**config.mk**
```make
export PLATFORM = sky130hd
export DESIGN_NAME = mult_div_unit
export DESIGN_NICKNAME = d
export VERILOG_FILES = /design/src/rtl/mips_pkg.sv /design/src/rtl/mult_div_unit.sv
export SDC_FILE = /design/constraint.sdc
export NUM_CORES = 1
export LEC_CHECK = 0
export CORE_ASPECT_RATIO = 1.75
export CORE_MARGIN = 2
export CORE_UTILIZATION = 41
export DETAILED_ROUTE_END_ITERATION = 8
export SKIP_LAST_GASP = 1
export SLEW_MARGIN = 40
export SYNTH_ARGS = -nofsm -noshare
export SYNTH_HDL_FRONTEND = slang
export SYNTH_SLANG_ARGS = --single-unit
```
**constraint.sdc**
```tcl
create_clock -name CLK -period 10.8 [get_ports CLK]
set_input_delay 1.62 -clock CLK [delete_from_list [all_inputs] [get_ports CLK]]
set_output_delay 1.62 -clock CLK [all_outputs]
set_load 0.005 [all_outputs]
```
**src/rtl/mips_pkg.sv**
```systemverilog
// Shared MIPS definitions: HI/LO unit op codes, its FSM encoding and
// two's-complement helpers used for operand magnitudes and sign correction.
package mips_pkg;

    localparam int XLEN = 32;

    typedef enum logic [1:0] {
        OP_MULT  = 2'b00,
        OP_MULTU = 2'b01,
        OP_DIV   = 2'b10,
        OP_DIVU  = 2'b11
    } md_op_e;

    typedef enum logic [1:0] {
        MD_IDLE = 2'b00,
        MD_RUN  = 2'b01,
        MD_DONE = 2'b10
    } md_state_e;

    function automatic logic [XLEN-1:0] neg32(input logic [XLEN-1:0] v);
        return ~v + 32'd1;
    endfunction

    function automatic logic [XLEN-1:0] abs_val(input logic [XLEN-1:0] v, input logic is_signed);
        return (is_signed && v[XLEN-1]) ? neg32(v) : v;
    endfunction

endpackage

```
**src/rtl/mult_div_unit.sv**
```systemverilog
// Iterative 32-cycle multiply/divide unit with architectural HI/LO registers.
// Works on operand magnitudes; the sign is applied when the result is written.
module mult_div_unit
    import mips_pkg::*;
(
    input  logic            CLK,
    input  logic            RESET,
    input  logic            Start,
    input  logic [1:0]      Op,
    input  logic [XLEN-1:0] Operand_A,
    input  logic [XLEN-1:0] Operand_B,
    input  logic            HI_Write,
    input  logic            LO_Write,
    input  logic [XLEN-1:0] Write_Data,
    output logic            Busy,
    output logic            Done,
    output logic [XLEN-1:0] HI,
    output logic [XLEN-1:0] LO
);

    md_state_e       state_q, state_d;
    logic [4:0]      cnt_q, cnt_d;
    logic            is_mul_q, is_mul_d;
    logic            neg_lo_q, neg_lo_d;
    logic            neg_hi_q, neg_hi_d;
    logic [XLEN-1:0] m_q, m_d;
    logic [XLEN-1:0] work_hi_q, work_hi_d;
    logic [XLEN-1:0] work_lo_q, work_lo_d;
    logic [XLEN-1:0] hi_q, hi_d;
    logic [XLEN-1:0] lo_q, lo_d;
    logic            busy_q, busy_d;
    logic            done_q, done_d;

    logic            in_signed, in_mul;
    logic [XLEN-1:0] mag_a, mag_b;
    logic [XLEN:0]   shift_in, add_x, add_y, add_res, mul_sum;
    logic            do_sub;
    logic [XLEN-1:0] step_hi, step_lo, res_hi, res_lo;
    logic [63:0]     prod, prod_neg;

    // m_q holds the multiplicand (multiply) or the divisor (divide); work_lo_q
    // starts as the multiplier / dividend and shifts out as product-low / quotient.
    always_comb begin : datapath
        in_signed = (Op == OP_MULT) || (Op == OP_DIV);
        in_mul    = (Op == OP_MULT) || (Op == OP_MULTU);
        mag_a     = abs_val(Operand_A, in_signed);
        mag_b     = abs_val(Operand_B, in_signed);

        shift_in = {work_hi_q, work_lo_q[XLEN-1]};
        add_x    = is_mul_q ? {1'b0, work_hi_q} : shift_in;
        add_y    = {1'b0, m_q};
        do_sub   = !is_mul_q;
        add_res  = add_x + (add_y ^ {(XLEN+1){do_sub}}) + {32'd0, do_sub};

        mul_sum = work_lo_q[0] ? add_res : add_x;
        step_hi = mul_sum[XLEN:1];
        step_lo = {mul_sum[0], work_lo_q[XLEN-1:1]};
        if (!is_mul_q) begin
            // Restoring step: keep the difference only when it did not borrow.
            if (!add_res[XLEN]) begin
                step_hi = add_res[XLEN-1:0];
                step_lo = {work_lo_q[XLEN-2:0], 1'b1};
            end else begin
                step_hi = shift_in[XLEN-1:0];
                step_lo = {work_lo_q[XLEN-2:0], 1'b0};
            end
        end

        prod     = {step_hi, step_lo};
        prod_neg = ~prod + 64'd1;
        if (is_mul_q) begin
            {res_hi, res_lo} = neg_lo_q ? prod_neg : prod;
        end else begin
            res_lo = neg_lo_q ? neg32(step_lo) : step_lo;
            res_hi = neg_hi_q ? neg32(step_hi) : step_hi;
        end
    end

    always_comb begin : control
        state_d   = state_q;
        cnt_d     = cnt_q;
        is_mul_d  = is_mul_q;
        neg_lo_d  = neg_lo_q;
        neg_hi_d  = neg_hi_q;
        m_d       = m_q;
        work_hi_d = work_hi_q;
        work_lo_d = work_lo_q;
        hi_d      = hi_q;
        lo_d      = lo_q;
        busy_d    = 1'b0;
        done_d    = 1'b0;

        case (state_q)
            MD_IDLE, MD_DONE: begin
                if (HI_Write) hi_d = Write_Data;
                if (LO_Write) lo_d = Write_Data;
                if (Start) begin
                    state_d   = MD_RUN;
                    busy_d    = 1'b1;
                    cnt_d     = 5'd0;
                    is_mul_d  = in_mul;
                    m_d       = in_mul ? mag_a : mag_b;
                    work_hi_d = '0;
                    work_lo_d = in_mul ? mag_b : mag_a;
                    // A zero divisor keeps the all-ones quotient unsigned-looking.
                    neg_lo_d  = in_signed && (Operand_A[XLEN-1] ^ Operand_B[XLEN-1])
                                && (in_mul || (Operand_B != '0));
                    neg_hi_d  = in_signed && !in_mul && Operand_A[XLEN-1];
                end else begin
                    state_d = MD_IDLE;
                end
            end
            MD_RUN: begin
                busy_d    = 1'b1;
                cnt_d     = cnt_q + 5'd1;
                work_hi_d = step_hi;
                work_lo_d = step_lo;
                if (cnt_q == 5'd31) begin
                    state_d = MD_DONE;
                    busy_d  = 1'b0;
                    done_d  = 1'b1;
                    hi_d    = res_hi;
                    lo_d    = res_lo;
                end
            end
            default: state_d = MD_IDLE;
        endcase
    end

    always_ff @(posedge CLK) begin
        if (RESET) begin
            state_q   <= MD_IDLE;
            cnt_q     <= 5'd0;
            is_mul_q  <= 1'b0;
            neg_lo_q  <= 1'b0;
            neg_hi_q  <= 1'b0;
            m_q       <= '0;
            work_hi_q <= '0;
            work_lo_q <= '0;
            hi_q      <= '0;
            lo_q      <= '0;
            busy_q    <= 1'b0;
            done_q    <= 1'b0;
        end else begin
            state_q   <= state_d;
            cnt_q     <= cnt_d;
            is_mul_q  <= is_mul_d;
            neg_lo_q  <= neg_lo_d;
            neg_hi_q  <= neg_hi_d;
            m_q       <= m_d;
            work_hi_q <= work_hi_d;
            work_lo_q <= work_lo_d;
            hi_q      <= hi_d;
            lo_q      <= lo_d;
            busy_q    <= busy_d;
            done_q    <= done_d;
        end
    end

    assign Busy = busy_q;
    assign Done = done_q;
    assign HI   = hi_q;
    assign LO   = lo_q;

endmodule

```
; Word-level counts from Yosys, hierarchy flattened
; Index checks and enable logic that the tools add are counted.
[op_classes]
n_addsub = 8
n_eq_ne = 9
n_mux = 34
reduce_logical = 21
n_bitwise = 8
[ops]
columns = op, count
row1 = $mux W32, 17
row2 = $pmux W32 S2, 4
row3 = $add A32 B1 Y32 const B, 4
row4 = $not A32 Y32, 4
row5 = $mux W33, 2
row6 = $add A64 B1 Y64 const B, 1
row7 = $mux W64, 1
row8 = $not A64 Y64, 1
row9 = $add A33 B1 Y33, 1
row10 = $add A33 B33 Y33, 1
row11 = $xor A32 B33 Y33, 1
row12 = $reduce_bool A32 Y1, 1
row13 = $pmux W5 S2, 1
row14 = $ne A2 B2 Y1 const B, 4
row15 = $logic_and A1 B1 Y1, 6
row16 = $reduce_and A3 Y1, 2
row17 = $add A5 B1 Y5 const B, 1
row18 = $eq A5 B5 Y1 const B, 1
row19 = $mux W1, 5
row20 = $mux W5, 1
row21 = $eq A2 B1 Y1 const B, 2
row22 = $eq A2 B2 Y1 const B, 2
row23 = $logic_not A2 Y1, 2
row24 = $pmux W2 S2, 1
row25 = other kinds (9), 14
[word_totals]
register_bits = 172
elab_cells = 92

; Longest topological paths before layout
[depth]
word_depth = 12
ltp_mapped = 37

; Worst setup path before layout
; No wires, ideal clock.
[synth_path]
kind = reg-to-reg
startpoint = reg is_mul_q
endpoint = reg hi_q[24] (netlist: HI[24])
period_less_slack_ps = 8322
stages_incl_launch_ff = 33
path_buffers = 14
t_required_ps = 10680
arrival_time_ps = 8203
slack_ps = 2478
path_cell_list = dfxtp_1 > buf_2 > buf_2 > buf_2 > buf_2 > buf_2 > buf_2 > clkbuf_1 > buf_2 > buf_2 > buf_2 > buf_2 > buf_1 > buf_2 > xnor2_1 > ha_1 > buf_4 > a21oi_2 > o211ai_1 > a221oi_4 > mux2i_2 > o41ai_1 > inv_1 > ha_1 > nor3b_1 > o221ai_1 > or3_1 > or4_1 > or2_2 > nor2_1 > nor2_1 > or4b_1 > a211o_1
[synth_between]
elab_chain_len = 12
elab_cells_between_ends = 19
[synth_lines]
columns = item, line
row1 = start: declaration, mult_div_unit.sv:23  ; logic is_mul_q, is_mul_d;
row2 = start signal: assignment, mult_div_unit.sv:147  ; is_mul_q <= is_mul_d;
row3 = $logic_not A1 Y1, --
row4 = $xor A32 B33 Y33, mult_div_unit.sv:53  ; add_res = add_x + (add_y ^ {(XLEN+1){do_sub}}) + {32'd0, do_sub};
row5 = $add A33 B33 Y33, mult_div_unit.sv:53
row6 = $add A33 B1 Y33, mult_div_unit.sv:53
row7 = "$mux W1, or another cell as far along", mult_div_unit.sv:60  ; if (!add_res[XLEN]) begin
row8 = $mux W32, mult_div_unit.sv:58  ; if (!is_mul_q) begin
row9 = $not A64 Y64 or $not A32 Y32 (tied branches), "mult_div_unit.sv:70, mips_pkg.sv:21"
row10 = $add A64 B1 Y64 or $add A32 B1 Y32 (tied branches), "mult_div_unit.sv:70, mips_pkg.sv:21"
row11 = $mux W64 or $mux W32 (tied branches), "mult_div_unit.sv:72, mult_div_unit.sv:75"
row12 = $mux W32 *, mult_div_unit.sv:71  ; if (is_mul_q) begin
row13 = $mux W32 *, mult_div_unit.sv:118  ; if (cnt_q == 5'd31) begin
row14 = $pmux W32 S2 *, mult_div_unit.sv:93  ; case (state_q)
row15 = end signal: assignment, mult_div_unit.sv:153  ; hi_q <= hi_d;
row16 = end: declaration, mult_div_unit.sv:29  ; logic [XLEN-1:0] hi_q, hi_d;
; Every way passes the cells marked *; elsewhere a longest branch is shown, timed or not. The select of a mux whose other input is x is not followed.
; A chain may end at the register's enable or synchronous reset.

; Worst setup path in the final report
[layout_path]
startpoint = reg is_mul_q
endpoint = reg hi_q[6] (netlist: HI[6])
; The elaborated chain is that of the path after synthesis.

==> results.yml <==
synthesis:
  netlist_area_mm2: 0.0153
  synth_cell_types: 104
  syn-instance-count: 2081
  ys_seq_area_share_pct: 22.5
  synth_seq_cells: 172
  yosysWarningCount: 0
  async_flop_share_pct: 0
  synth-main-ff-cell: "dfxtp_1"
  avgSynthCellArea_um2: 7.34
  synth_edf_count: 0
  synthesis.nets: 2222
die:
  start_util_pct: 41.6
  die_h_um: 259
  io_pins: 169
  core_mm2: 0.0368
  rows: 93
  die_x_um: 150
  die_area_mm2: 0.0389
drt:
  routed_via_density: 6.29
  vias: 16530
  ant_nets: 0
  drt_iter0_markers: 1244
  drc: 0
  first_pass_iters: 5
  wire_per_inst_um: 25.8
  wl_um: 67800
setup_path:
  worstPathArrival_ns: 7.98
  end_kind: "flip-flop"
  cp_top_family: "simple AND/OR/NAND/NOR gates"
  slowest_stage: "or4_1"
  path_class: "flip-flop to flip-flop"
  start_kind: "flip-flop"
  crit_fanout: 137
  max_stage_delay_ns: 0.63
  cp.required_ns: 11.18
  path_cells: "buf_12, mux2_2, ha_1, a21oi_1, o211ai_1, a221oi_4, mux2i_2, o41ai_2, inv_1, ha_1, nor3b_1, o221ai_1, or3_1, or4_1, or2_2, nor2_1, nor2_1, nor3_1, a21oi_1, xor2_1, mux2i_1, a211oi_1"
  path_buf_inv: 2
layout:
  nNetsFinal: 2282
  area_delta_synth_final_pct: 17.5
  fin_cells: 2630
  utilization_pct: 48.8
  drive_above_1_share_pct: 8.54
worst_hold_path:
  min-delay-path-class: "flip-flop to flip-flop"
sta:
  post-route-period-util_pct: 70.4
  hold_viol: 0
  fin_ws_ns: 3.20
  clock_skew_ns: 0.0229
  slew_violations: 0
  fin_setup_tns_ns: 0
  worstMarginPinSlew_ns: 1.03
  max_slew_margin_pct: 30.8
  hold_slack_ns: 0.466
  rsz0062_at_grt: "false"
  fmax_mhz: 132
  period_minus_slack_ns: 7.60
  setup_viol: 0
pwr:
  powerDensity_mw_per_mm2: 152
  leakagePower_uw: 0.00648
  peakVddDrop_uv: 112
clock_network:
  hold_buffers: 0
  h-tree-depth: 4
  post_cts_buffers: 0
  path_clk_slew_ns: 0.09
  insertion_delay_ns: 0.46
  root_buffer: "clkbuf_16"
  numCtsBuffers: 17
  clock_sinks: 172
  cts_resized: 0
  tritoncts: "built"
  cts_buffer_depth: 2
global_routing:
  grt_start_max_net_pins: 138
  grt_overflow: 0
  grt_usage_pct: 34.5
  antenna_found_initial: 1
  grt_pass1_vias: 15913
  grt_pass1_wl_um: 99900
placed_design:
  routabilityCongestion: 0.998
  io_buffers: 168
  dp_cells: 2595
  dp_hpwl_um: 53000
  dpl_worst_slack_ns: 3.01
run_status:
  outcome: "finished, final reports clean"
flow_run:
  drv_cap: 0
==> final timing paths <==
check / to / start / cells past startpoint / slack, ns
worst max-delay path: HI[6] / is_mul_q / 22 / 3.20
worst min-delay path: m_q[8] / m_q[8] / 2 / 0.47
worst max register to register: HI[6] / is_mul_q / 22 / 3.20
worst min register to register: m_q[8] / m_q[8] / 2 / 0.47
==> cell usage after synthesis, types with 23 or more instances <==
cell	count	area share, %
a22oi_1	39	1.9
nand4_1	26	1.1
ha_1	37	3.0
mux2_2	48	3.5
a21o_1	26	1.3
a211oi_1	44	2.2
o21ai_0	120	3.9
mux2i_1	45	2.9
nor2_1	264	6.5
inv_1	33	0.81
xnor2_1	100	5.7
dfxtp_1	172	23
nand3_1	30	0.98
xor2_1	53	3.0
buf_2	25	0.82
o211ai_1	41	2.0
clkbuf_1	107	2.6
nor3_1	60	2.0
nand2_1	219	5.4
a21oi_1	177	5.8
nor4_1	23	0.94
a311oi_1	27	1.5
==> cell type report <==
class	count	area, um^2
multi-input combinational	1719	11200
tap	475	594
clock inverter	15	221
inverter	35	131
sequential	172	3450
fill	3824	18800
timing repair buffer	196	1950
clock buffer	17	425
antenna	1	2.50
==> routing by layer <==
| metal | vias to the layer above | track usage [%] | part of all wire (%) | routed length, um |
|---|---|---|---|---|
| li1 | 7834 | - | - | - |
| met5 | - | 0 | 0 | 0 |
| met4 | 0 | 29.8 | 10 | 7010 |
| met1 | 7853 | 34.7 | 34 | 23200 |
| met3 | 233 | 5.36 | 4.3 | 2950 |
| met2 | 610 | 61.1 | 51 | 34600 |
==> cells in the final DEF (no fill, tap or decap), types with 41 or more instances in the layout <==
| master | count |
|---|---|
| o21ai_0 | 117 |
| mux2_2 | 48 |
| nand2_1 | 218 |
| a21oi_1 | 176 |
| dfxtp_1 | 170 |
| a211oi_1 | 42 |
| o211ai_1 | 41 |
| nor2_1 | 262 |
| xor2_1 | 53 |
| xnor2_1 | 100 |
| mux2i_1 | 44 |
| nor3_1 | 60 |
| clkdlybuf4s50_1 | 166 |
==> power by group <==
part           total (uW)  switching [uW]  internal [uW]
Clock                 678             352            327
Sequential            748            63.7            684
Combinational        1310             844            464
==> registers in the layout (all words and copies together), names as in the netlist <==
register and flops:
work_hi_q 32, neg_hi_q 1, m_q 32, state_q 2, LO 32, cnt_q 5, HI 32, neg_lo_q 1
is_mul_q 1, Done 1, work_lo_q 32, Busy 1
==> stage by stage <==
stage	area [um^2]	total power, uW
after floorplan	15300	1580
after global placement	17100	2020
after detailed placement	17200	2040
after CTS	17900	2720
after global routing	17900	2870
final	17900	2730
==> logic make-up (layout without fill, tap and decap cells) <==
family,after synthesis,after routing,share of synthesized area (%)
AOI/OAI and AO/OA,672,672,30.0
xor gates and xnor gates,153,153,8.77
adders and majority gates,38,38,3.16
buffers and inverters,190,263,4.99
DFF,172,172,22.5
muxes,95,95,6.67
other,0,1,0
and+or+nand+nor,761,761,23.9
==> worst min-delay path, cell delays in order, from the launching register on <==
cell and delay, ns:
dfxtp_1 0.33, nand2_1 0.05, a21oi_1 0.05
Power figures use the tool's default switching activity.
